### config.mk
export PLATFORM = sky130hd
export DESIGN_NAME = hazard_control_unit
export DESIGN_NICKNAME = d
export VERILOG_FILES = /design/src/rtl/hazard_pkg.sv /design/src/rtl/hazard_control_unit_sat_counter.sv /design/src/rtl/hazard_control_unit.sv
export SDC_FILE = /design/constraint.sdc
export NUM_CORES = 1
export LEC_CHECK = 0
export ABC_AREA = 1
export CAP_MARGIN = 30
export CORE_ASPECT_RATIO = 1.1
export CORE_MARGIN = 4
export CORE_UTILIZATION = 50
export DETAILED_ROUTE_END_ITERATION = 16
export PLACE_DENSITY = 0.79
export SLEW_MARGIN = 5
export SYNTH_ARGS = -nofsm -noshare
export SYNTH_HDL_FRONTEND = slang
export SYNTH_HIERARCHICAL = 1
export SYNTH_SLANG_ARGS = --single-unit
### constraint.sdc
create_clock -name clock -period 3.6 [get_ports clock]
set_input_delay 1.08 -clock clock [delete_from_list [all_inputs] [get_ports clock]]
set_output_delay 1.08 -clock clock [all_outputs]
set_load 0.02 [all_outputs]
### src/rtl/hazard_pkg.sv
// Shared types and constants for the pipeline hazard controller.
package hazard_pkg;

    typedef enum logic [1:0] {
        HZ_RUN,
        HZ_STALL,
        HZ_FLUSH
    } hz_state_t;

    localparam logic [4:0] REG_X0 = 5'd0;

endpackage

### src/rtl/hazard_control_unit_sat_counter.sv
// Saturating up-counter used for the stall and flush performance counters.
module sat_counter #(
    parameter int unsigned CNT_W = 32
) (
    input  logic             clock,
    input  logic             reset,
    input  logic             inc,
    output logic [CNT_W-1:0] count
);

    logic [CNT_W-1:0] count_q;
    logic [CNT_W-1:0] count_d;

    always_comb begin
        count_d = count_q;
        if (inc && (count_q != {CNT_W{1'b1}})) begin
            count_d = count_q + 1'b1;
        end
    end

    always_ff @(posedge clock) begin
        if (reset) begin
            count_q <= '0;
        end else begin
            count_q <= count_d;
        end
    end

    assign count = count_q;

endmodule

### src/rtl/hazard_control_unit.sv
// Load-use stall and taken-branch flush controller for PC, IF/ID and ID/EX.
// Control outputs are Mealy so the pipeline registers act on the same edge.
module hazard_control_unit
    import hazard_pkg::*;
#(
    parameter int unsigned LOAD_USE_CYCLES = 1,
    parameter int unsigned FLUSH_CYCLES    = 1,
    parameter int unsigned CNT_W           = 32
) (
    input  logic             clock,
    input  logic             reset,
    input  logic [4:0]       id_rs1,
    input  logic [4:0]       id_rs2,
    input  logic             id_uses_rs1,
    input  logic             id_uses_rs2,
    input  logic [4:0]       ex_rd,
    input  logic             ex_mem_read,
    input  logic             ex_branch_taken,
    output logic             pc_write,
    output logic             if_id_write,
    output logic             if_id_flush,
    output logic             id_ex_flush,
    output logic [CNT_W-1:0] stall_count,
    output logic [CNT_W-1:0] flush_count
);

    localparam logic [2:0] LU_RELOAD = 3'(LOAD_USE_CYCLES - 1);
    localparam logic [2:0] FL_RELOAD = 3'(FLUSH_CYCLES - 1);

    hz_state_t  state_q, state_d;
    logic [2:0] cnt_q, cnt_d;
    logic       load_use;
    logic       flush_active;

    // x0 is hardwired, so a load targeting it can never create a dependency.
    assign load_use = ex_mem_read && (ex_rd != REG_X0) &&
                      ((id_uses_rs1 && (id_rs1 == ex_rd)) ||
                       (id_uses_rs2 && (id_rs2 == ex_rd)));

    always_comb begin
        state_d      = state_q;
        cnt_d        = cnt_q;
        pc_write     = 1'b1;
        if_id_write  = 1'b1;
        if_id_flush  = 1'b0;
        id_ex_flush  = 1'b0;
        flush_active = 1'b0;

        if (reset) begin
            state_d = HZ_RUN;
            cnt_d   = 3'd0;
        end else begin
            unique case (state_q)
                HZ_RUN: begin
                    // Branch wins: the dependent instruction is on the wrong path anyway.
                    if (ex_branch_taken) begin
                        if_id_flush  = 1'b1;
                        id_ex_flush  = 1'b1;
                        flush_active = 1'b1;
                        if (FLUSH_CYCLES > 1) begin
                            state_d = HZ_FLUSH;
                            cnt_d   = FL_RELOAD;
                        end
                    end else if (load_use) begin
                        pc_write    = 1'b0;
                        if_id_write = 1'b0;
                        id_ex_flush = 1'b1;
                        if (LOAD_USE_CYCLES > 1) begin
                            state_d = HZ_STALL;
                            cnt_d   = LU_RELOAD;
                        end
                    end
                end
                HZ_STALL: begin
                    pc_write    = 1'b0;
                    if_id_write = 1'b0;
                    id_ex_flush = 1'b1;
                    cnt_d       = cnt_q - 3'd1;
                    if (cnt_q == 3'd1) begin
                        state_d = HZ_RUN;
                    end
                end
                HZ_FLUSH: begin
                    if_id_flush  = 1'b1;
                    id_ex_flush  = 1'b1;
                    flush_active = 1'b1;
                    cnt_d        = cnt_q - 3'd1;
                    if (cnt_q == 3'd1) begin
                        state_d = HZ_RUN;
                    end
                end
                default: begin
                    state_d = HZ_RUN;
                    cnt_d   = 3'd0;
                end
            endcase
        end
    end

    always_ff @(posedge clock) begin
        if (reset) begin
            state_q <= HZ_RUN;
            cnt_q   <= 3'd0;
        end else begin
            state_q <= state_d;
            cnt_q   <= cnt_d;
        end
    end

    sat_counter #(.CNT_W(CNT_W)) u_stall_cnt (
        .clock (clock),
        .reset (reset),
        .inc   (!pc_write),
        .count (stall_count)
    );

    sat_counter #(.CNT_W(CNT_W)) u_flush_cnt (
        .clock (clock),
        .reset (reset),
        .inc   (flush_active),
        .count (flush_count)
    );

endmodule

# Word-level counts from Yosys, hierarchy flattened
# Index checks and enable logic that the tools add are counted.
[word_totals]
word_cells = 42
regBits = 69
output_inout_bits = 68
input_bits = 21
[classes]
addsub = 3
n_reduce_logical = 12
n_eq_ne = 8
n_mux = 14
bitwise = 1
[ops]
columns = ["operator", "n"]
rows = [
  ["$add 32x1->32 const B", 2],
  ["$ne 32x32->1 const B", 2],
  ["$eq 5x5->1", 2],
  ["$mux 1", 8],
  ["$logic_and 1x1->1", 6],
  ["$pmux 1 s2", 3],
  ["$pmux 3 s2", 1],
  ["$reduce_bool 5->1", 1],
  ["$pmux 2 s2", 1],
  ["$eq 3x1->1 const B", 1],
  ["$sub 3x1->3 const B", 1],
  ["$eq 2x1->1 const B", 1],
  ["$eq 2x2->1 const B", 1],
  ["$logic_not 2->1", 1],
  ["$mux 2", 1],
  ["$ne 2x1->1 const B", 1],
  ["$reduce_and 2->1", 1],
  ["$reduce_or 2->1", 1],
  ["$logic_not 1->1", 1],
  ["$logic_or 1x1->1", 1],
  ["$not 1->1", 1],
]

# Logic depth before layout (Yosys ltp)
# Gate-level depths: netlist of the first run.
[depth]
depth_word = 10
depth_mapped = 17
mapped_depth_nobuf = 17

# Cells and area by module
# The synthesis of the first run kept the hierarchy.
[by_module_without_submodules]
columns = ["mod", "area_per_inst_um2", "cells_each", "seq_area_each_um2", "n_inst"]
rows = [
  ["sat_counter", 2062.0, 324, 640.6, 2],
  ["hazard_control_unit", 270.3, 65, 0.0, 1],
]

# Worst setup path after synthesis of the first run
# No wires, ideal clock.
[synth_timing]
path_type = "in2out"
from = "in id_rs1[0]"
to = "out pc_write"
n_path_buf = 1
cell_stages = 8
slack_ps = 654
arrival_ps = 1866
required_ps = 2520
path_cell_list = "inv_1 -> nand2_1 -> nand2_1 -> nor2_1 -> nand3_1 -> nand2_2 -> nand3_1 -> buf_4"
[synth_between]
elab_chain_len = 8
[synth_rtl]
columns = ["item", "line", "source"]
rows = [
  ["start, declared", "hazard_control_unit.sv:12", "input logic [4:0] id_rs1,"],
  ["$eq 5x5->1", "hazard_control_unit.sv:37", "((id_uses_rs1 && (id_rs1 == ex_rd)) ||"],
  ["$logic_and 1x1->1", "hazard_control_unit.sv:37", ""],
  ["$logic_or 1x1->1", "hazard_control_unit.sv:37", ""],
  ["$logic_and 1x1->1", "hazard_control_unit.sv:36", "assign load_use = ex_mem_read && (ex_rd != REG_X0) &&"],
  ["$mux 1 (2 in a row)", "--", ""],
  ["$pmux 1 s2", "--", ""],
  ["$mux 1", "--", ""],
  ["end, declared", "hazard_control_unit.sv:19", "output logic pc_write,"],
]
# Every way passes these cells.

# Worst setup path after layout of the first run
[layout_timing]
from = "in ex_rd[4]"
to = "out pc_write"
[layout_between]
elab_chain_len = 8
elab_cells_between_ends = 12
cone_classes = "2 x eq/ne; 4 x mux; 6 x reduce/logical"
[layout_rtl]
columns = ["item", "line", "source"]
rows = [
  ["start, declared", "hazard_control_unit.sv:16", "input logic [4:0] ex_rd,"],
  ["$eq 5x5->1 (on tied branches)", "hazard_control_unit.sv:37, hazard_control_unit.sv:38", ""],
  ["$logic_and 1x1->1 (on tied branches)", "hazard_control_unit.sv:37, hazard_control_unit.sv:38", ""],
  ["$logic_or 1x1->1", "hazard_control_unit.sv:37", ""],
  ["$logic_and 1x1->1 (*)", "hazard_control_unit.sv:36", ""],
  ["$mux 1 (*)", "hazard_control_unit.sv:64", "end else if (load_use) begin"],
  ["$mux 1 (*)", "hazard_control_unit.sv:56", "if (ex_branch_taken) begin"],
  ["$pmux 1 s2 (*)", "hazard_control_unit.sv:53", "unique case (state_q)"],
  ["$mux 1 (*)", "hazard_control_unit.sv:49", "if (reset) begin"],
]
# Mark *: on every way between the ends. The rest lies on a longest branch, timed or not.

==> impl_metrics.yaml, run 1 <==
critical_path:
  cp_top_family: "buffers and inverters"
  crit_path_start: "ex_rd[4]"
  crit_path_end_kind: "output port"
  r2r-end: "u_stall_cnt/count[12]$_SDFFE_PP0P_"
  worst_ep_required_time_ns: 2.52
  max_stage_delay_ns: 0.53
  rr_worst_depth: 9
  path_cells: "clkdlybuf4s50_1, inv_2, nand2_1, nand2_1, nor2_2, nand3_1, nand2_2, nand3_1, clkbuf_2"
  rrSetupSlack_ns: 1.60
  startpoint_type: "input pin"
  critPathMaxFanout: 3
  crit_cells: 9
  path_buf_inv: 3
  slowest_stage: "clkdlybuf4s50_1"
  reg2reg_from: "u_stall_cnt/count[0]$_SDFFE_PP0P_"
  cp-endpoint: "pc_write"
  worstSetupPathType: "in2out"
  cp.arrival_ns: 2.36
timing:
  hold-worst-slack_ns: 0.516
  fin_skew_ns: 0.0112
  timing.fmax_ghz: 0.290
  rsz0062_at_grt: "false"
  tightest_slew_ns: 0.555
  finalHoldViolations: 0
  tns_ns: 0
  finalCritPeriodShare_pct: 95.7
  finalMaxSlewViolations: 0
  setup_slack_ns: 0.156
  relSlewSlack_pct: 62.9
  setup_violations: 0
  min_period_ns: 3.44
cells_and_area:
  stdcell_area_um2: 5510
  fillers: 749
  fin_cells: 920
  drive_gt1_share_pct: 13.0
  antennaDiodeCount: 0
  area_growth_syn_to_layout_pct: 25.4
  fin_util_pct: 64.9
  fin_nets: 828
logic_synthesis:
  synth_ff_type: "dfxtp_1"
  synth_area_um2: 4390
  synth-seq-cells: 64
  yosys-top-cells-count: "204 x nand2_1, 145 x nor2_1, 68 x inv_1"
  syn_nets: 736
  ys_async_sr_fraction_pct: 0
  synthDistinctLibCells: 27
  seq_area_frac_synth_pct: 29.2
  synthCells: 713
  synth_top_cell_by_area: "dfxtp_1"
  synth_most_common_cell: "nand2_1"
  synth_top_area_share_pct: 29.2
  avgSynthCellArea_um2: 6.16
  synthTopCellsByArea: "dfxtp_1 29%, nand2_1 17%, nor2_1 12%"
  ys.warnings.count: 6
  synth-edff-count: 0
grt:
  grt_pass1_wl_mm: 21.0
  first_global_vias: 4684
  grt_max_degree: 42
  grt.overflow.total: 0
  antenna_found_initial: 0
  grt_usage_pct: 23.9
clocking:
  cts_root_buf: "clkbuf_8"
  h-tree-depth: 3
  clk_latency_ns: 0.34
  clkTransAtPathRegs_ns: 0.06
  clockBufferDepth: 2
  clock-sinks: 64
  cts_made_buffers: 9
  tritoncts: "yes"
  post_cts.repair.setup_buffers: 0
die:
  row_count: 35
  initial_core_util_pct: 51.7
  die_w_um: 97.4
  die_h_um: 106
  die_area_um2: 10400
  coreArea_um2: 8500
  ios: 89
drt:
  drt_iter0_markers: 275
  route.detailed.drc: 0
  num_vias: 4822
  drtPass1Iterations: 5
  drt_wl_total_mm: 12.3
  antenna_left: 0
  routed_via_density: 5.24
  wl_per_cell_um: 13.3
placement:
  place_congestion: 0.869
  dp.cells: 905
  placed_cell_area_um2: 5340
  dp_hpwl_mm: 9.02
  io_buffers: 88
  pre_cts_ws_ns: -0.262
run_status:
  outcome: "complete, no violations"
power:
  netSwitchingFraction_pct: 23.1
  finalPower_mw: 1.41
  pwr-share-comb_pct: 6.5
  p_int_mw: 1.08
  clockPowerShare_pct: 42.9
  cellLeakagePower_nw: 2.39
  p_switching_mw: 0.324
  seq_power_share_pct: 50.5
  power_per_cell_area_nw_per_um2: 255
  ir_worst_vdd_v: 0.000195
hold_path:
  hp-class: "reg2reg"
run:
  cap_viol_max_count: 0
==> layer usage <==
layer | global-route usage (%) | part of all wire, % | wire length [µm]
met1 | 27.8 | 42 | 5180
met2 | 44.1 | 51 | 6210
met3 | 4.33 | 5.2 | 642
met4 | 7.72 | 1.9 | 227
met5 | 0 | 0 | 0
==> what timing repair did <==
action	4_1_cts	5_1_grt
setup endpoints to repair	4	3
resized for setup	4	6
hold buffers	0	0
==> state kept, by name, summed over array words and instances, names as in the netlist <==
| register | count |
|---|---|
| u_flush_cnt/count | 32 |
| u_stall_cnt/count | 32 |
==> worst min path at each step <==
stage | startpoint | endpoint | cells after the start
2_1_floorplan | u_flush_cnt/count[1]$_SDFFE_PP0P_ | u_flush_cnt/count[1]$_SDFFE_PP0P_ | 2
3_3_place_gp | u_stall_cnt/count[1]$_SDFFE_PP0P_ | u_stall_cnt/count[1]$_SDFFE_PP0P_ | 2
3_5_place_dp | u_flush_cnt/count[1]$_SDFFE_PP0P_ | u_flush_cnt/count[1]$_SDFFE_PP0P_ | 2
4_1_cts | u_stall_cnt/count[1]$_SDFFE_PP0P_ | u_stall_cnt/count[1]$_SDFFE_PP0P_ | 2
5_1_grt | u_stall_cnt/count[1]$_SDFFE_PP0P_ | u_stall_cnt/count[1]$_SDFFE_PP0P_ | 2
6_report | u_stall_cnt/count[1]$_SDFFE_PP0P_ | u_stall_cnt/count[1]$_SDFFE_PP0P_ | 2
==> area by class of cell <==
class                   instances  area [µm²]  area share, %
multi-input cells             551        2660           48.3
flip-flops and latches         64        1280           23.2
repair buffers                 98         940           17.0
inverters                      81         304           5.52
clock buffers                  11         141           2.57
well taps                     111         139           2.52
clock inverters                 4        45.0          0.817
==> worst register-to-register path: cells and delay by family (launching register included) <==
| kind | cells | cell delay, ns |
|---|---|---|
| flip-flops | 1 | 0.41 |
| AND/OR/NAND/NOR | 6 | 1.05 |
| AO/OA/AOI/OAI | 1 | 0.13 |
| buffers and inverters | 1 | 0.09 |
| adder cells (fa/ha/maj) | 1 | 0.26 |
==> power groups by stage <==
| stage | clock network [mW] | logic (mW) | registers, mW |
|---|---|---|---|
| after floorplan | 0 | 0.0478 | 0.728 |
| after global placement | 0 | 0.0901 | 0.727 |
| after detailed placement | 0 | 0.0928 | 0.727 |
| after CTS | 0.616 | 0.0922 | 0.711 |
| after global routing | 0.644 | 0.102 | 0.710 |
| final | 0.604 | 0.0919 | 0.711 |
==> placed cells by master (no fill, tap or decap), drive strengths merged <==
cell and n:
a31oi 10, nor2 169, a21oi 38, dlygate4sd2 1, nand3 65, nor3 8, nand4 29, ha 2
nand2 225, buf 10, clkdlybuf4s50 84, dfxtp 64, and2 2, inv 79, nand3b 3, clkinv 5
bufinv 1, clkbuf 14
==> logic make-up after synthesis <==
kind of cell             Yosys count  share of synthesized area (%)
AND/OR/NAND/NOR                  501                           54.1
buffers and inverters             98                           10.3
flip-flops                        64                           29.2
AO/OA/AOI/OAI                     48                           5.92
adder cells (fa/ha/maj)            2                          0.569
No activity file was read; power rests on OpenSTA's default activity.
==> run 2: changes to the inputs <==
Settings changed: ABC_AREA 1 to not set, PLACE_DENSITY 0.79 to 0.82.
==> run 2 against run 1 <==
Against the previous run: critical path depth shrank 3; setup slack lost 0.065 ns; global-route usage shrank 0.65 points; synthesized area shrank 20%; clock-buffer cell count grew 2; sequential share of layout area grew 3.5 points; combinational power shrank 23%; first-iteration DRC count shrank 23%; total power shrank 6.2%; die area shrank 18%; clock skew shrank 0.0024 ns; cell count shrank 34%; highest routed layer unchanged.
==> impl_metrics.yaml, run 2 <==
power:
  pwr-share-comb_pct: 5.4
  ir_worst_vdd_v: 0.000212
  netSwitchingFraction_pct: 23.3
  p_switching_mw: 0.308
  p_int_mw: 1.01
  cellLeakagePower_nw: 1.49
  seq_power_share_pct: 54.0
  clockPowerShare_pct: 40.7
  power_per_cell_area_nw_per_um2: 276
die:
  coreArea_um2: 6710
  initial_core_util_pct: 52.5
  die_w_um: 88.0
  ios: 89
  row_count: 31
  die_h_um: 96.0
  die_area_um2: 8450
grt:
  grt.overflow.total: 0
  first_global_vias: 3479
  antenna_found_initial: 0
  grt_pass1_wl_mm: 15.7
  grt_usage_pct: 23.3
  grt_max_degree: 71
clocking:
  clock-sinks: 64
  h-tree-depth: 3
  cts_made_buffers: 9
  tritoncts: "yes"
  post_cts.repair.setup_buffers: 0
  clkTransAtPathRegs_ns: 0.07
  cts_root_buf: "clkbuf_8"
  clockBufferDepth: 2
  hold_buffers: 0
  clk_latency_ns: 0.34
logic_synthesis:
  synth_top_cell_by_area: "dfxtp_1"
  synth-edff-count: 0
  synth_most_common_cell: "dfxtp_1"
  ys.warnings.count: 6
  synth-seq-cells: 64
  synth_area_um2: 3520
  synthCells: 420
  yosys-top-cells-count: "64 x dfxtp_1, 44 x a21oi_1, 28 x nor2_1"
  synth_ff_type: "dfxtp_1"
  ys_async_sr_fraction_pct: 0
  synthTopCellsByArea: "dfxtp_1 36%, a21oi_1 6.3%, or4_1 5.3%"
  synthDistinctLibCells: 43
  avgSynthCellArea_um2: 8.38
  seq_area_frac_synth_pct: 36.4
  syn_nets: 443
  synth_top_area_share_pct: 36.4
placement:
  place_congestion: 0.827
  placed_cell_area_um2: 4620
  dp.cells: 594
  io_buffers: 88
  dp_hpwl_mm: 6.90
drt:
  drt_wl_total_mm: 9.72
  drt_iter0_markers: 211
  route.detailed.drc: 0
  wl_per_cell_um: 15.9
  routed_via_density: 6.18
  antenna_left: 0
  drtPass1Iterations: 5
  num_vias: 3770
timing:
  fin_skew_ns: 0.00883
  rsz0062_at_grt: "false"
  finalCritPeriodShare_pct: 97.5
  min_period_ns: 3.51
  finalHoldViolations: 0
  relSlewSlack_pct: 52.9
  finalMaxSlewViolations: 0
  timing.fmax_ghz: 0.285
  tightest_slew_ns: 0.706
  hold-worst-slack_ns: 0.502
  setup_violations: 0
critical_path:
  worstSetupPathType: "in2out"
  slowest_stage: "or3_4"
  path_cells: "clkdlybuf4s15_1, xor2_1, nor4_2, a32oi_1, or3_4, buf_6"
  r2r-end: "u_flush_cnt/count[21]$_SDFFE_PP0P_"
  worst_ep_required_time_ns: 2.52
  crit_path_end_kind: "output port"
  critPathMaxFanout: 3
  max_stage_delay_ns: 0.40
  cp.arrival_ns: 2.43
  rr_worst_depth: 6
  rrSetupSlack_ns: 1.03
  reg2reg_from: "u_flush_cnt/count[21]$_SDFFE_PP0P_"
  startpoint_type: "input pin"
run_status:
  outcome: "complete, no violations"
hold_path:
  hp-start: "u_flush_cnt/count[15]$_SDFFE_PP0P_"
  hp-class: "reg2reg"
  whs_endpoint: "u_flush_cnt/count[15]$_SDFFE_PP0P_"
  worstHoldPathCells: 2
cells_and_area:
  fin_cells: 610
  multi_input_area_um2: 2160
  seq_area_um2: 1280
  final_common_cell: "clkdlybuf4s50_1"
  area_growth_syn_to_layout_pct: 35.9
  drive_gt1_share_pct: 13.1
  fillers: 568
  layout_common_cells: "70 x clkdlybuf4s50_1, 64 x dfxtp_1, 44 x a21oi_1"
  fin_nets: 546
  stdcell_area_um2: 4780
  antennaDiodeCount: 0
run:
  cap_viol_max_count: 0
-- run 2: changes by cell type after synthesis, moves of 11 or more --
cell	change
clkbuf_1	+16
inv_1	-64
inv_2	-11
nand2_1	-184
nand2_2	-15
nand3_1	-25
nand3_2	-12
nor2_1	-117
nor2_2	-14
o21ai_0	+17
o31ai_1	+24
or3_1	+21
or4_1	+25
xnor2_1	+14
-- run 2: cell families (layout without fill, tap and decap cells) --
family | count (synthesis) | count (layout) | synth area share, %
AOI/OAI and AO/OA | 101 | 101 | 18.5
muxes | 6 | 6 | 1.85
DFF | 64 | 64 | 36.4
adders and majority gates | 2 | 2 | 0.711
and+or+nand+nor | 196 | 196 | 33.4
xor gates and xnor gates | 24 | 24 | 5.97
buffers and inverters | 27 | 135 | 3.20
-- run 2: worst max path at each step --
| stage | depth (start not counted) | end | startpoint | slack [ns] |
|---|---|---|---|---|
| after global placement | 6 | if_id_write | ex_rd[1] | -0.52 |
| after detailed placement | 6 | if_id_write | ex_rd[1] | -0.56 |
| after global routing | 6 | pc_write | ex_rd[0] | 0.009 |
| after CTS | 4 | if_id_flush | ex_branch_taken | 0.004 |
| after floorplan | 9 | u_stall_cnt/count[31]$_SDFFE_PP0P_ | ex_rd[2] | 0.07 |
| final | 6 | if_id_write | ex_rd[0] | 0.09 |
-- run 2: metal layers --
layer / track usage (%) / share of wire [%] / vias up
met1: 27.8 / 42 / 1815
met3: 6.25 / 7.7 / 12
met2: 39.9 / 49 / 127
met4: 8.56 / 1.4 / 0
li1: - / - / 1816
met5: 0 / 0 / -
-- run 2: worst max-delay path, delay by kind of cell --
kind | cells | cell delay (ns)
AO/OA/AOI/OAI | 1 | 0.16
XOR/XNOR | 1 | 0.19
buffers and inverters | 2 | 0.36
AND/OR/NAND/NOR | 2 | 0.64
-- run 2: layout make-up --
type                    instances  share of cell area, %
inverters                       4                  0.314
multi-input cells             329                   45.2
flip-flops and latches         64                   26.8
repair buffers                115                   22.1
well taps                      82                   2.14
clock buffers                  13                   3.11
clock inverters                 3                  0.366
-- run 2: what timing repair did --
action,CTS,global route
resized for setup,31,8
pin swaps,4,5
endpoints found under the setup margin,8,7
-- run 2: power by group through the flow --
stage                     registers, mW  logic [mW]  clock network (mW)
after floorplan                   0.729      0.0317                   0
after global placement            0.727      0.0736                   0
after detailed placement          0.728      0.0763                   0
after CTS                         0.711      0.0711               0.548
after global routing              0.711      0.0776               0.577
final                             0.711      0.0709               0.536
-- run 2: metrics by stage --
stage / setup WS (ns) / total power, mW / setup TNS [ns] / utilization [%]
finish: 0.0912 / 1.32 / 0 / 71.3
global route: 0.00872 / 1.37 / 0 / 71.3
floorplan: 0.0688 / 0.761 / 0 / -
global placement: -0.516 / 0.801 / -4.25 / 68.9
CTS: 0.00362 / 1.33 / 0 / 71.2
detailed placement: -0.556 / 0.804 / -6.13 / 68.9
==> run 3: changes to the inputs <==
Settings changed: CORE_UTILIZATION 50 to 39, MAX_ROUTING_LAYER set to met4, PLACE_DENSITY 0.82 to 0.67.
==> run 3 against run 2 <==
Against the previous run: final area up 4.1%; worst hold slack improved by 0.0063 ns; sequential cell count unchanged; fmax is essentially flat; sequential share of layout area fell by 1.1 points; non-clock buffer count grew 10; core utilization decreased by 15 points; global-route usage down 3.8 points; critical path depth did not move; total power rose by 11%; via count fell by 1.0%; clock skew up 0.0064 ns; critical endpoint is now id_ex_flush; highest routed layer unchanged.
==> impl_metrics.yaml, run 3 (synthesis results as in run 2) <==
run_status:
  outcome: "complete, no violations"
timing:
  fin_skew_ns: 0.0152
  rsz0062_at_grt: "false"
  tns_ns: 0
  finalHoldViolations: 0
  min_period_ns: 3.51
  finalCritPeriodShare_pct: 97.5
  setup_violations: 0
  timing.fmax_ghz: 0.285
  tightest_slew_ns: 0.639
  relSlewSlack_pct: 57.1
  finalMaxSlewViolations: 0
cells_and_area:
  final_common_cell: "clkdlybuf4s50_1"
  fin_nets: 556
  area_growth_syn_to_layout_pct: 41.5
  fin_util_pct: 56.4
  layout_common_cells: "69 x clkdlybuf4s50_1, 64 x dfxtp_1, 44 x a21oi_1"
  stdcell_area_um2: 4980
  drive_gt1_share_pct: 15.6
critical_path:
  worstSetupPathType: "in2out"
  crit_path_end_kind: "output port"
  rrSetupSlack_ns: 1.11
  reg2reg_from: "u_stall_cnt/count[16]$_SDFFE_PP0P_"
  rr_worst_depth: 6
  cp.arrival_ns: 2.43
  worst_ep_required_time_ns: 2.52
  crit_path_start: "ex_rd[3]"
  r2r-end: "u_stall_cnt/count[21]$_SDFFE_PP0P_"
  startpoint_type: "input pin"
  critPathMaxFanout: 3
power:
  ir_worst_vdd_v: 0.000250
  p_int_mw: 1.14
  pwr-share-comb_pct: 5.2
  seq_power_share_pct: 48.5
  finalPower_mw: 1.47
  power_per_cell_area_nw_per_um2: 294
  clockPowerShare_pct: 46.3
  cellLeakagePower_nw: 1.61
  netSwitchingFraction_pct: 22.4
  p_switching_mw: 0.328
hold_path:
  whs_endpoint: "u_flush_cnt/count[23]$_SDFFE_PP0P_"
  hp-start: "u_flush_cnt/count[23]$_SDFFE_PP0P_"
  worstHoldPathCells: 2
  hp-class: "reg2reg"
grt:
  grt_pass1_wl_mm: 16.7
  grt_max_degree: 58
  first_global_vias: 3392
  antenna_found_initial: 1
  grt_usage_pct: 19.5
  grt.overflow.total: 0
placement:
  place_congestion: 0.866
  dp_hpwl_mm: 7.31
  placed_cell_area_um2: 4700
  io_buffers: 88
clocking:
  clkTransAtPathRegs_ns: 0.08
  clockBufferDepth: 2
  tritoncts: "yes"
  h-tree-depth: 3
  clock-sinks: 64
  cts_root_buf: "clkbuf_8"
  clk_latency_ns: 0.34
  cts_made_buffers: 9
drt:
  routed_via_density: 5.71
  drt_iter0_markers: 178
  route.detailed.drc: 0
  num_vias: 3731
  antenna_left: 0
  drtPass1Iterations: 5
  wl_per_cell_um: 15.6
  drt_wl_total_mm: 10.2
die:
  ios: 89
  die_h_um: 108
  die_w_um: 98.6
  initial_core_util_pct: 39.9
  row_count: 36
  coreArea_um2: 8830
  die_area_um2: 10600
run:
  cap_viol_max_count: 0
run 3: changes by cell type in the layout (fill, tap and decap cells not counted), moves of 2 or more:
cell	change
buf_4	+10
bufinv_16	+2
dlygate4sd2_1	-7
clkbuf_2	+2
dlymetal6s2s_1	+4
clkdlybuf4s15_1	+2
run 3: layer usage:
metal  vias to the layer above  track usage (%)  routed length (µm)
li1                       1834                -                   -
met1                      1773             24.1                4430
met2                       113             32.4                5100
met4                         0             5.37                 155
met5                         -                -                   0
met3                        11             4.15                 512
run 3: how the worst max path moves through the flow:
stage	cells after the start	to
floorplan	9	u_stall_cnt/count[31]$_SDFFE_PP0P_
global placement	6	if_id_write
detailed placement	6	id_ex_flush
CTS	6	pc_write
global route	13	u_stall_cnt/count[19]$_SDFFE_PP0P_
finish	6	id_ex_flush
run 3: power by group through the flow:
stage | logic (mW) | registers, mW | clock network, mW
floorplan | 0.0317 | 0.729 | 0
global placement | 0.0767 | 0.727 | 0
detailed placement | 0.0784 | 0.728 | 0
CTS | 0.0772 | 0.711 | 0.690
global route | 0.0826 | 0.711 | 0.719
finish | 0.0758 | 0.711 | 0.678
run 3: layout make-up:
class / instances / area [µm²]
clock inverters: 5 / 81.3
clock buffers: 11 / 131
well taps: 114 / 143
flip-flops and latches: 64 / 1280
diodes: 1 / 2.50
fillers: 824 / 3850
multi-input cells: 329 / 2180
inverters: 4 / 15.0
repair buffers: 125 / 1150
run 3: what timing repair did:
action | in CTS | in global routing
endpoints found under the setup margin | 13 | 13
buffers inserted | 1 | 5
pin swaps | 8 | 12
endpoints found under the hold margin | 0 | 0
hold buffers | 0 | 0
gates resized for setup | 34 | 19
run 3: stage by stage:
step,worst slack [ns],std cells,hold slack (ns)
after floorplan,0.0688,420,0.563
after global placement,-0.509,631,0.484
after CTS,0.00199,648,0.510
after global routing,0.0132,653,0.531
final,0.0884,653,0.508
after detailed placement,-0.618,631,0.496
run 3: worst max-delay path, stage by stage:
cell           delay [ns]
dlygate4sd2_1        0.26
or4_4                0.55
o21ai_2              0.19
buf_4                0.14
o21bai_1             0.06
buf_4                0.16
==> RTL edit 1 (flow settings as in run 1) <==
The package constant `REG_X0` goes from 5'd0 to 5'd1.
--- a/src/rtl/hazard_pkg.sv
+++ b/src/rtl/hazard_pkg.sv
@@ -7,7 +7,7 @@
         HZ_FLUSH
     } hz_state_t;
 
-    localparam logic [4:0] REG_X0 = 5'd0;
+    localparam logic [4:0] REG_X0 = 5'd1;
 
 endpackage
 
Behaviour: not the same (a bounded check fails within 4 cycles, from zero or initial values and one cycle with reset high).
==> RTL edit 1 against run 1 <==
Register-to-register slack improved by 0.02 ns; area after synthesis down 0.17%; highest routed layer unchanged; critical endpoint is now id_ex_flush; combinational power shrank 1%; global-route usage decreased by 0.56 points; routed wire length down 1.9%; power up 3.2%; setup slack better by 0.024 ns; final area about the same; core utilization grew 0.32 points; sequential cell count did not move; non-clock buffer count is 2 lower.
==> RTL edit 1: results (changes against run 1) <==
Status
  • Status: complete, no violations

Hold path
  • Hold_sp: u_stall_cnt/count[1]

Synth
  • Synth top area cells: dfxtp_1 29%, nand2_1 18%, nor2_1 12%
  • Most frequent cells after synthesis: 206 x nand2_1, 145 x nor2_1, 69 x inv_1
  • Sequential element share of the synthesized area: 29.2% (+0.050 points)

GRT
  • Vias in the first global route: 4593 (-1.9%)
  • Met1 Track Usage GR: 28.5% (+0.63 points)
  • First-pass GRT wire length: 20500 um (-2.4%)
  • GRT Overall Usage: 23.4% (-0.56 points)
  • Global Route met3 Usage: 3.74% (-0.59 points)

Routing
  • Via Count: 4883 (+1.3%)
  • Detailed router's first-iteration violation count: 268 (-2.5%)
  • Wire per inst: 13.1 um (-1.8%)
  • Vias per Instance: 5.31 (+1.4%)

STA
  • Least-Margin Pin Slew: 0.535 ns (-0.0200 ns)
  • Clock Skew: 0.00853 ns (-0.00266 ns)
  • Worst hold slack: 0.499 ns (-0.0178 ns)

Setup path
  • Data arrival, critical path: 2.34 ns (-0.02 ns)
  • FF-to-FF End: u_flush_cnt/count[11]
  • R2R Path Start: u_flush_cnt/count[0]
  • Worst reg-to-reg setup slack: 1.62 ns (+0.02 ns)
  • CP max FO: 4 (+1)

Power and ir drop
  • Seq pwr: 0.710 mW (about the same)
  • Static Leak: 2.37 nW (-0.68%)
  • VDD IR-drop max: 225 uV (+15%)
  • Comb group: 0.0909 mW (-1%)
  • Int Pwr: 1.11 mW (+2.4%)

Placed design
  • Final GP Congestion: 0.891 (+2.5%)
  • Area post-placement: 5320 um^2 (-0.42%)
  • Final HPWL DP: 8910 um (-1.2%)
  • Dpl ws: -0.270 ns (-0.00723 ns)

Layout
  • Final-layout fill cell count: 735 (-1.9%)
==> RTL edit 1: changes by cell type after synthesis, sizes merged <==
cell	run 1	this run
nor3	8	9
a31oi	10	11
nand2	225	226
nand4	29	28
nor2	169	168
nand3b	3	2
==> RTL edit 1: kinds of logic (layout without fill, tap and decap cells) <==
| kind of cell | Yosys count | after routing | synth area share [%] |
|---|---|---|---|
| and+or+nand+nor | 500 | 500 | 53.8 |
| buffers and inverters | 98 | 193 | 10.3 |
| DFF | 64 | 64 | 29.2 |
| AOI/OAI and AO/OA | 49 | 49 | 6.08 |
| adders and majority gates | 2 | 2 | 0.570 |
==> RTL edit 1: routing by layer <==
metal	part of all wire, %	up-vias
met3	6.2	36
li1	-	2444
met1	42	2215
met4	3.2	0
met5	0	-
met2	49	188
==> RTL edit 1: how the worst max path moves through the flow <==
stage	from	endpoint	slack (ns)	cells after the start
after floorplan	ex_rd[0]	pc_write	0.64	8
after global placement	ex_rd[4]	id_ex_flush	-0.23	10
after detailed placement	ex_rd[4]	id_ex_flush	-0.27	10
after CTS	ex_rd[4]	id_ex_flush	0.003	10
after global routing	ex_rd[3]	id_ex_flush	0.02	10
final	ex_rd[4]	id_ex_flush	0.18	10
==> RTL edit 1: critical path, stage by stage <==
cell and delay [ns]:
clkdlybuf4s50_1 0.53, inv_2 0.05, nand2_1 0.05, nand2_1 0.05, nor2_1 0.11, nand3_1 0.10, nand2_2 0.09, nand2_2 0.05
nand2_1 0.06, clkbuf_2 0.17
==> RTL edit 1: area by class of cell <==
cell class	count	area [um^2]	share of cell area, %
multi-input combinational	551	2650	48.2
sequential	64	1280	23.3
timing repair buffer	96	925	16.8
inverter	81	304	5.52
clock buffer	12	155	2.82
tap	111	139	2.52
clock inverter	4	52.6	0.954
==> RTL edit 2 (flow settings as in run 1) <==
Made on the original files. Make the reset (`reset`) asynchronous in 2 clocked blocks.
--- a/src/rtl/hazard_control_unit_sat_counter.sv
+++ b/src/rtl/hazard_control_unit_sat_counter.sv
@@ -18,7 +18,7 @@
         end
     end
 
-    always_ff @(posedge clock) begin
+    always_ff @(posedge clock or posedge reset) begin
         if (reset) begin
             count_q <= '0;
         end else begin
--- a/src/rtl/hazard_control_unit.sv
+++ b/src/rtl/hazard_control_unit.sv
@@ -97,7 +97,7 @@
         end
     end
 
-    always_ff @(posedge clock) begin
+    always_ff @(posedge clock or posedge reset) begin
         if (reset) begin
             state_q <= HZ_RUN;
             cnt_q   <= 3'd0;
Formal check against the unedited RTL: differs if reset is asserted again (counterexample within 4 cycles, from zero or initial values and one cycle with reset high); with reset held inactive, the same outputs for 10 cycles.
==> RTL edit 2 against run 1 <==
Sequential share of layout area grew 3.5 points; final area grew 8.5%; sequential cell count is the same; critical endpoint is now if_id_write; worst hold slack gained 0.018 ns; largest cell class unchanged; maximum frequency shrank 3.9%; area after synthesis grew 8.9%; routed wire length grew 9.6%; critical path depth is the same; setup slack lost 0.14 ns; die area grew 8.2%.
Power is not compared: it rests on default switching activity, and its combinational part moved more than twofold at a synthesized area within 25%.
==> RTL edit 2: results (changes against run 1) <==
Status
  • Status: complete, no violations

Synth
  • Mux contribution to synthesized area: 0% (unchanged)
  • Mean Syn Cell Area: 6.08 um^2 (-1.4%)
  • Post-synth ARST share: 100% (+100 points)
  • Ys Warns: 6 (unchanged)
  • Net Count, Synth: 810 (+10%)
  • Most frequent cells after synthesis: 416 x nand2_1, 107 x nor2_1, 70 x inv_1
  • Synth Area in Adders: 0.523% (-0.046 points)
  • Distinct cells, synth: 24 (-11%)
  • Synth top area cells: dfrtp_1 33%, nand2_1 33%, nor2_1 8.4%
  • Synth Area in Compound Gates: 0.837% (-5.1 points)
  • Post-synthesis xor/xnor area fraction: 4.39% (+4.4 points)
  • Sequential element share of the synthesized area: 33.5% (+4.3 points)

Placed design
  • Dpl cells: 991 (+9.5%)
  • Final HPWL DP: 10300 um (+14%)
  • Port Buffers: 88 (unchanged)
  • Final GP Congestion: 0.937 (+7.8%)

Setup path
  • CP max-delay cell: clkdlybuf4s50_1
  • CP max stage delay: 0.55 ns (+0.02 ns)
  • Worst reg-to-reg setup slack: 1.65 ns (+0.05 ns)
  • Data arrival, critical path: 2.51 ns (+0.15 ns)
  • R2R Path Start: u_stall_cnt/count[0]
  • CP max FO: 4 (+1)
  • Worst r2r path cells: 9 (unchanged)
  • FF-to-FF End: u_stall_cnt/count[23]

GRT
  • Grt met2 use: 42.6% (-1.4 points)
  • Vias in the first global route: 4810 (+2.7%)
  • First-pass GRT wire length: 22000 um (+4.7%)
  • Met1 Track Usage GR: 28.0% (+0.13 points)
  • GRT Overall Usage: 24.0% (+0.12 points)
  • Pin count of the biggest net entering global routing: 33 (-21%)
  • Antenna violations before repair: 0 (unchanged)
  • Global Route met3 Usage: 3.28% (-1.0 points)

Routing
  • Via Count: 5094 (+5.6%)
  • Detailed router's first-iteration violation count: 221 (-20%)
  • Vias per Instance: 5.06 (-3.4%)
  • 1st-pass router iterations: 5 (unchanged)
  • WL final: 13400 um (+9.6%)

Layout
  • Final-layout fill cell count: 860 (+15%)
  • Fraction of layout cells with a size suffix above 1: 7.31% (-5.7 points)
  • Antenna Cells: 0 (unchanged)
  • Nets: 908 (+9.7%)

Hold path
  • Hold Path Class: reg -> reg
  • Hold_sp: u_flush_cnt/count[1]
  • Min-Delay Endpoint: u_flush_cnt/count[1]

CTS
  • CTS Buf Count: 9 (unchanged)
  • Worst-Skew Late Latency: 0.33 ns
  • Clock buffer depth: 2 (unchanged)
  • Root Buffer: clkbuf_8

STA
  • Clock Skew: 0.00733 ns (-0.00386 ns)
  • Least-Margin Pin Slew: 0.431 ns (-0.124 ns)

Power and ir drop
  • VDD IR-drop max: 177 uV
  • Static Leak: 2.90 nW
  • Switching portion of total power: 27.6%
==> RTL edit 2: changes by cell type in the layout (fill, tap and decap cells not counted), moves of 14 or more <==
| cell | before | now |
|---|---|---|
| a21oi_1 | 36 | 0 |
| nand2_1 | 204 | 416 |
| nand4_1 | 25 | 3 |
| nor2_1 | 145 | 107 |
| dfrtp_1 | 0 | 64 |
| dfxtp_1 | 64 | 0 |
| nand3_1 | 51 | 35 |
| nand3_2 | 14 | 0 |
==> RTL edit 2: repair_timing <==
item | 4_1_cts | 5_1_grt
setup buffers | 0 | 0
endpoints found under the setup margin | 4 | 3
resized for setup | 4 | 2
gates cloned | 0 | 0
==> RTL edit 2: worst max-delay path by stage <==
stage | startpoint | endpoint | slack (ns) | cells past startpoint
floorplan | id_rs1[0] | pc_write | 0.65 | 8
CTS | ex_rd[3] | id_ex_flush | 0.001 | 10
global route | ex_rd[4] | pc_write | -0.09 | 9
detailed placement | ex_rd[3] | id_ex_flush | -0.27 | 10
global placement | ex_rd[3] | id_ex_flush | -0.22 | 10
finish | ex_rd[3] | if_id_write | 0.01 | 9
==> RTL edit 2: final cells by class <==
cell class,instances,area (um^2),area share (%)
inverter,77,289,4.83
multi-input combinational,633,2760,46.2
sequential,64,1600,26.8
timing repair buffer,100,975,16.3
clock inverter,2,37.5,0.627
tap,117,146,2.45
clock buffer,13,169,2.82
==> RTL edit 2: power groups by stage <==
| stage | clock [mW] | combinational, mW | sequential, mW |
|---|---|---|---|
| CTS | 0.674 | 0.242 | 0.782 |
| finish | 0.661 | 0.240 | 0.782 |
| floorplan | 0 | 0.107 | 0.816 |
| detailed placement | 0 | 0.243 | 0.795 |
| global placement | 0 | 0.236 | 0.794 |
| global route | 0.709 | 0.264 | 0.787 |
==> RTL edit 2: metrics by stage <==
| stage | utilization [%] | instance area, um^2 | worst slack [ns] | hold slack (ns) | power (mW) |
|---|---|---|---|---|---|
| after floorplan | - | 4780 | 0.654 | 0.615 | 0.923 |
| after global placement | 61.9 | 5780 | -0.217 | 0.510 | 1.03 |
| after global routing | 64.0 | 5980 | -0.0855 | 0.576 | 1.76 |
| after detailed placement | 61.9 | 5780 | -0.270 | 0.520 | 1.04 |
| after CTS | 64.0 | 5990 | 0.00111 | 0.538 | 1.70 |
| final | 64.0 | 5980 | 0.0148 | 0.534 | 1.68 |
==> RTL edit 2: routing by layer <==
metal,wire length [um],up-vias,share of wire (%)
met4,485,0,3.6
li1,-,2556,-
met3,667,36,5.0
met5,0,-,0
met2,6930,177,52
met1,5350,2325,40
==> RTL edit 2: worst max-delay path: cells and delay by family <==
| kind | cells | cell delay (ns) |
|---|---|---|
| buf+inv | 3 | 0.95 |
| simple gates | 6 | 0.48 |
